`config.mk`:
```
export PLATFORM = sky130hd
export DESIGN_NAME = edge_window_counter
export DESIGN_NICKNAME = d
export VERILOG_FILES = /design/src/rtl/edge_counter_pkg.sv /design/src/rtl/window_timer.sv /design/src/rtl/edge_window_counter.sv
export SDC_FILE = /design/constraint.sdc
export NUM_CORES = 1
export LEC_CHECK = 0
export CORE_MARGIN = 2
export CORE_UTILIZATION = 55
export DETAILED_ROUTE_END_ITERATION = 10
export PLACE_DENSITY_LB_ADDON = 0.05
export SLEW_MARGIN = 20
export SYNTH_ARGS = -nofsm -noshare
export SYNTH_HDL_FRONTEND = slang
export SYNTH_HIERARCHICAL = 1
export SYNTH_SLANG_ARGS = --single-unit
export TNS_END_PERCENT = 10
```
`constraint.sdc`:
```
create_clock -name in_clock -period 2.3 [get_ports in_clock]
set_input_delay 0.46 -clock in_clock [delete_from_list [all_inputs] [get_ports in_clock]]
set_output_delay 0.46 -clock in_clock [all_outputs]
set_load 0.03 [all_outputs]
```
`src/rtl/edge_counter_pkg.sv`:
```
// Shared types and width constants for the edge counter subsystem.
package edge_counter_pkg;

    typedef enum logic {
        IDLE = 1'b0,
        RUN  = 1'b1
    } state_t;

    localparam int unsigned STROBE_WIDTH     = 1;
    localparam int unsigned EDGE_COUNT_WIDTH = 16;

endpackage

```
`src/rtl/window_timer.sv`:
```
// Cycle index within a measurement window; flags the final cycle of each window.
module window_timer #(
    parameter int unsigned WINDOW_CYCLES = 1000
) (
    input  logic in_clock,
    input  logic in_reset,
    input  logic clear,
    input  logic run,
    output logic last
);

    localparam int unsigned WIN_WIDTH = (WINDOW_CYCLES > 1) ? $clog2(WINDOW_CYCLES) : 1;
    localparam logic [WIN_WIDTH-1:0] LAST_INDEX = WIN_WIDTH'(WINDOW_CYCLES - 1);

    logic [WIN_WIDTH-1:0] index;

    always_ff @(posedge in_clock) begin
        if (in_reset || clear) begin
            index <= '0;
        end else if (run) begin
            index <= (index == LAST_INDEX) ? '0 : index + 1'b1;
        end
    end

    always_comb begin
        last = (index == LAST_INDEX);
    end

endmodule

```
`src/rtl/edge_window_counter.sv`:
```
// Counts edge strobes over fixed windows and publishes each window's count
// through a valid/ready handshake with saturation and sticky overrun flags.
module edge_window_counter
    import edge_counter_pkg::*;
#(
    parameter int unsigned COUNT_WIDTH   = EDGE_COUNT_WIDTH,
    parameter int unsigned WINDOW_CYCLES = 1000
) (
    input  logic                   in_clock,
    input  logic                   in_reset,
    input  logic                   in_enable,
    input  logic                   in_strobe,
    input  logic                   in_ready,
    output logic [COUNT_WIDTH-1:0] out_count,
    output logic                   out_valid,
    output logic                   out_saturated,
    output logic                   out_overrun,
    output logic                   out_busy
);

    localparam logic [COUNT_WIDTH-1:0] COUNT_MAX = '1;

    state_t                 state;
    state_t                 state_next;
    logic [COUNT_WIDTH-1:0] acc;
    logic                   acc_sat;
    logic [COUNT_WIDTH-1:0] final_count;
    logic                   final_sat;
    logic [COUNT_WIDTH-1:0] count_q;
    logic                   sat_q;
    logic                   valid_q;
    logic                   overrun_q;
    logic                   last;
    logic                   win_end;
    logic                   transfer;
    logic                   timer_clear;
    logic                   timer_run;

    window_timer #(
        .WINDOW_CYCLES(WINDOW_CYCLES)
    ) u_window_timer (
        .in_clock (in_clock),
        .in_reset (in_reset),
        .clear    (timer_clear),
        .run      (timer_run),
        .last     (last)
    );

    always_comb begin
        win_end     = (state == RUN) && last;
        transfer    = valid_q && in_ready;
        timer_clear = (state == IDLE) || !in_enable;
        timer_run   = (state == RUN);
    end

    // The strobe in the window-end cycle is folded into the published count.
    always_comb begin
        final_count = acc;
        final_sat   = acc_sat;
        if (in_strobe) begin
            if (acc == COUNT_MAX) begin
                final_sat = 1'b1;
            end else begin
                final_count = acc + 1'b1;
            end
        end
    end

    always_ff @(posedge in_clock) begin
        if (in_reset) begin
            state <= IDLE;
        end else begin
            state <= state_next;
        end
    end

    always_comb begin
        state_next = state;
        unique case (state)
            IDLE: if (in_enable)  state_next = RUN;
            RUN:  if (!in_enable) state_next = IDLE;
            default: state_next = IDLE;
        endcase
    end

    always_comb begin
        out_busy = (state == RUN);
    end

    always_ff @(posedge in_clock) begin
        if (in_reset || (state == IDLE) || !in_enable || win_end) begin
            acc     <= '0;
            acc_sat <= 1'b0;
        end else begin
            acc     <= final_count;
            acc_sat <= final_sat;
        end
    end

    // A window end takes priority over a transfer, so a simultaneous accept
    // simply hands over to the new result without flagging overrun.
    always_ff @(posedge in_clock) begin
        if (in_reset) begin
            count_q   <= '0;
            sat_q     <= 1'b0;
            valid_q   <= 1'b0;
            overrun_q <= 1'b0;
        end else if (win_end) begin
            count_q <= final_count;
            sat_q   <= final_sat;
            valid_q <= 1'b1;
            if (valid_q && !in_ready) begin
                overrun_q <= 1'b1;
            end
        end else if (transfer) begin
            valid_q <= 1'b0;
        end
    end

    always_comb begin
        out_count     = count_q;
        out_valid     = valid_q;
        out_saturated = sat_q;
        out_overrun   = overrun_q;
    end

endmodule

```
-- After elaboration in Yosys (flattened, before gate mapping)
Index checks and enable logic that the tools add are counted.
- flip-flop bits (word level): 47
- input port bits: 5
- output and inout bits: 20
- word-level logic and storage cells: 33
- add/subtract/negate cells: 2
- equal/unequal tests: 2
- muxes and demuxes: 8
- bitwise logic cells: 1
- reductions and logical operators: 12
- operator list (cell ; number):
    16-bit 2-to-1 mux ; 2
    16-bit by 1-bit adder with 16-bit output, second input constant ; 1
    16-bit equality test, second input constant ; 1
    10-bit by 1-bit adder with 10-bit output, second input constant ; 1
    10-bit equality test, second input constant ; 1
    10-bit 2-to-1 mux ; 1
    1-bit logical OR ; 5
    1-bit 2-to-1 mux ; 5
    1-bit logical AND ; 3
    1-bit logical NOT ; 2
    2-bit AND reduction ; 1
    2-bit nonzero test ; 1
    1-bit inverter ; 1

-- Longest topological paths before layout
- depth in word-level cells: 4
- depth in mapped cells: 9

-- By module
Netlist, hierarchy kept.
- modules (own cells, without submodules) (module ; instances ; cells each ; area each (µm²) ; sequential area each (µm²)):
    edge_window_counter ; 1 ; 197 ; 1707.9 ; 740.7
    window_timer ; 1 ; 52 ; 498.0 ; 200.2

-- Worst setup path after synthesis
Ideal clock, no wire load.
- path kind: register -> register
- start point: register u_window_timer.index[0]
- end point: register count_q[14] (netlist: out_count[14])
- library setup time: 0.070 ns
- data arrival time: 1.948 ns
- required time: 2.230 ns
- slack: 0.281 ns
- cell stages (with the launch flop): 9
- path buffers: 2
- cells stage by stage: dfxtp_1 -> ha_1 -> nand2_2 -> nor3_1 -> and2_1 -> clkbuf_1 -> clkbuf_1 -> o311ai_0 -> a21oi_1
- cells in the longest elaborated chain, start to end: 2
- RTL lines (element ; RTL line ; source):
    start, declared ; window_timer.sv:15 ; logic [WIN_WIDTH-1:0] index;
    start signal, assigned ; window_timer.sv:21 ; index <= (index == LAST_INDEX) ? '0 : index + 1'b1;
    10-bit equality test ; window_timer.sv:26 ; last = (index == LAST_INDEX);
    net last ; edge_window_counter.sv:33 ; logic last;
    1-bit logical AND ; edge_window_counter.sv:50 ; win_end = (state == RUN) && last;
    end signal, assigned ; edge_window_counter.sv:109 ; count_q <= final_count;
    end, declared ; edge_window_counter.sv:29 ; logic [COUNT_WIDTH-1:0] count_q;
The timed path passes the listed nets, and every way through them passes these cells.
A chain may end at the register's enable or synchronous reset.

-- Worst setup path after layout
- start point: register u_window_timer.index[1]
- end point: register count_q[12] (netlist: out_count[12])
The elaborated chain is that of the path after synthesis.

==> metrics.log <==
INFO  metric p_comb_frac = 0.031
INFO  metric yosys.cell_types.count = 53
INFO  metric seq_area_frac_synth = 0.427
INFO  metric powerDensity = ~510 nW/um^2
INFO  metric drive_above_1_share = 0.138
INFO  metric seqPwrFrac = 0.583
INFO  metric layout.nets = roughly 300
INFO  metric relSlewSlack = 0.552
INFO  metric post-dp-hpwl = 3.60 mm
INFO  metric port-buffer-count = 24
INFO  metric io_pins = 25
INFO  metric grt_util_all_layers = 0.254
INFO  metric async_flop_share = 0
INFO  metric worst-path-stages = 7
INFO  metric critical-path-top-delay-family = simple AND/OR/NAND/NOR gates
INFO  metric dieWidth = 67.3 um
INFO  metric drcViolationCount = 0
INFO  metric gp_congestion = around 0.85
INFO  metric die-height = 67.3 um
INFO  metric insertedDiodeCount = 0
INFO  metric fin_worst_skew = 0.00314 ns
INFO  metric clock-sinks = 47
INFO  metric initial_cell_density_of_the_core = 0.560
INFO  metric grt_setup_unrepaired = no
INFO  metric irDropWorstVdd = 0.000324 V
INFO  metric grt_pass1_wl = 8.76 mm
INFO  metric setup_violations = 0
INFO  metric max_slew.worst_pin.slew = 0.669 ns
INFO  metric stdcell_count = 340
INFO  metric critical_path.cell_chain = ha_1 > nand2_2 > nor3_1 > and2_1 > buf_12 > nor2_1 > a2111oi_0
INFO  metric worst_setup_path_endpoint = out_count[12]
INFO  metric r2r_start = u_window_timer/index[1]
INFO  metric synth_edf_count = 0
INFO  metric clock_tree.htree_level_count = 2
INFO  metric worst-r2r-setup-slack = between 0.2 and 0.3 ns
INFO  metric cp_num_buf_inv = 1
INFO  metric period_minus_slack = 2.04 ns
INFO  metric placed_area = 2630 sq um
INFO  metric final.hold.worst_slack = around 0.46 ns
INFO  metric synth_ff_type = dfxtp_1
INFO  metric ys_top_cells_by_count = dfxtp_1, nor2_1, nand2_1
INFO  metric wl = 5.18 mm
INFO  metric path_clk_slew = 0.08 ns
INFO  metric drt-pass1-iter-count = 4
INFO  metric p_sw = 292 uW
INFO  metric initial_antenna_violation_count = 0
INFO  metric hold_viol = 0
INFO  metric grt_max_degree = 26
INFO  metric crit_path_start = u_window_timer/index[1]
INFO  metric final_antenna_net_count = 0
INFO  metric syn_area = 2210 sq um
INFO  metric first_global_vias = roughly 1.8k
INFO  metric r2r.worst_path.cells = 7
INFO  metric power.clock.fraction = 0.386
INFO  metric ctsLongestPathBuffers = 2
INFO  metric reported_leakage_power = 0.884 nW
INFO  metric cts_setup_buffers = 0
INFO  metric area_growth = 23.8%
INFO  metric vias_per_cell = 6.00
INFO  metric synth-seq-cells = 47
INFO  metric finalWorstSetupSlack = 0.258 ns
INFO  metric design.core.area = 3940 sq um
INFO  metric rows = 23
INFO  metric hold_path.class = flip-flop to flip-flop
INFO  metric final_core_utilization = 0.693
INFO  metric synth.most_common_cell = dfxtp_1
INFO  metric final_design_area_no_fill = about 2700 sq um
INFO  metric crit_type = flip-flop to flip-flop
INFO  metric finalCritPeriodShare = 0.888
INFO  metric critical_path_peak_fanout = 25
INFO  metric finalPower = 1.40 mW
INFO  metric cts_made_buffers = 5
INFO  metric crit_path_max_incr_delay = around 0.40 ns
INFO  metric critical_path_arrival = ~2.2 ns
INFO  metric clock-root-buffer = clkbuf_8
INFO  metric run_status = finished, final reports clean
INFO  metric detailedPlace.worstSlack = -0.0401 ns
INFO  metric ctsHoldBuffers = 0
INFO  metric cpMaxStageDelayCell = dfxtp_1
INFO  metric worstReg2RegEnd = out_count[12]
INFO  metric initialDrtViolationCount = 161
INFO  metric wl_per_cell = approximately 15 um
INFO  metric clock.fmax = 0.490 GHz
INFO  metric cts_repair_resize_count = 0
INFO  metric setup.worst_path.start_class = flip-flop
INFO  metric maxSlewViolCount = 0
INFO  metric synth_top_cell_by_area = dfxtp_1
INFO  metric maximum_capacitance_violations = 0
INFO  metric area_share_of_the_leading_cell_type_in_the_synthesized_netlist = 0.427
INFO  metric clkLatencyLatePin = 0.30 ns
INFO  metric synthTopCellsByArea = dfxtp_1, nor2_1, a21oi_1, nand4_1, nand2_1
INFO  metric grt_total_ovfl = 0
INFO  metric yosys_warnings = 6
INFO  metric fp.dieArea = 4530 sq um
INFO  metric tritoncts_clock_tree = yes
INFO  metric synthCells = ~250
INFO  metric p_int = 1.11 mW
INFO  metric final.setup.tns = 0 ns
INFO  metric placed_cells_incl_taps = 332
INFO  metric syn_nets = 256
INFO  metric syn-mean-instance-area = 8.86 sq um
INFO  metric timing.critical_path.required = 2.49 ns
INFO  metric route.vias.total = 2040
INFO  metric worstSetupEndpointType = flip-flop
INFO  metric p_sw_frac = 0.209
[flip-flops by register name, indices dropped and copies added, names as in the netlist]
| name | count |
|---|---|
| out_saturated | 1 |
| acc | 16 |
| out_overrun | 1 |
| out_count | 16 |
| acc_sat | 1 |
| out_busy | 1 |
| out_valid | 1 |
| u_window_timer/index | 10 |
[per-layer routing]
| metal | global-route usage | part of all wire | vias to the layer above |
|---|---|---|---|
| met5 | 0 | 0 | - |
| met4 | 0.0816 | 0.015 | 0 |
| met3 | 0.0417 | 0.044 | 7 |
| met2 | 0.381 | 0.43 | 57 |
| met1 | 0.371 | 0.51 | 953 |
| li1 | - | - | 1023 |
[placed cells by master (no fill, tap or decap), types with 2 or more instances in the layout]
| master | netlist | routed |
|---|---|---|
| a211oi_1 | 7 | 7 |
| o311a_1 | 2 | 2 |
| dfxtp_1 | 47 | 47 |
| or3_1 | 6 | 6 |
| o311ai_0 | 2 | 2 |
| nor4_1 | 5 | 5 |
| o41ai_1 | 3 | 3 |
| nand3_1 | 8 | 8 |
| o211ai_1 | 3 | 3 |
| nand3b_1 | 2 | 2 |
| o21ai_0 | 11 | 11 |
| clkdlybuf4s50_1 | 0 | 24 |
| clkbuf_8 | 0 | 7 |
| a21oi_1 | 14 | 14 |
| nor3_1 | 11 | 11 |
| nor2_1 | 31 | 31 |
| or4_1 | 4 | 4 |
| xor2_1 | 5 | 5 |
| o31ai_1 | 5 | 5 |
| and4_1 | 3 | 3 |
| nand2_1 | 16 | 16 |
| inv_1 | 6 | 6 |
| buf_4 | 0 | 21 |
| a2111oi_0 | 3 | 3 |
| mux2i_1 | 3 | 3 |
| nand4_1 | 10 | 10 |
| ha_1 | 2 | 2 |
[power groups by stage]
stage | Sequential, mW | Clock [mW] | Combinational, mW
after floorplan | 0.837 | 0 | 0.0189
after global routing | 0.816 | 0.572 | 0.0464
after global placement | 0.835 | 0 | 0.0429
after CTS | 0.815 | 0.547 | 0.0430
after detailed placement | 0.835 | 0 | 0.0428
final | 0.815 | 0.540 | 0.0431
[worst reg2reg max path: stages (launching register included)]
cell and delay (ns):
dfxtp_1 0.40, ha_1 0.27, nand2_2 0.14, nor3_1 0.33, and2_1 0.25, buf_12 0.18
nor2_1 0.06, a2111oi_0 0.30
[worst min path at each step]
stage | start | endpoint | depth (start not counted)
6_report | out_count[11] | out_count[11] | 2
5_1_grt | out_count[8] | out_count[8] | 2
4_1_cts | out_count[4] | out_count[4] | 2
3_5_place_dp | out_count[4] | out_count[4] | 2
3_3_place_gp | out_count[8] | out_count[8] | 2
2_1_floorplan | acc_sat | acc_sat | 2
[kinds of logic after synthesis]
kind of cell / share of synthesized area
AOI/OAI and AO/OA: 0.205
xor gates and xnor gates: 0.0238
adders and majority gates: 0.0113
buffers and inverters: 0.0352
DFF: 0.427
muxes: 0.0136
and+or+nand+nor: 0.285
[cell type report]
| cell class | count | area, sq um |
|---|---|---|
| Inverter | 6 | 22.5 |
| Tap cell | 50 | 62.6 |
| Clock buffer | 8 | 100 |
| Multi-Input combinational cell | 183 | 1190 |
| Timing Repair Buffer | 46 | 418 |
| Fill cell | 330 | 1210 |
| Sequential cell | 47 | 941 |
Power figures use the tool's default switching activity.
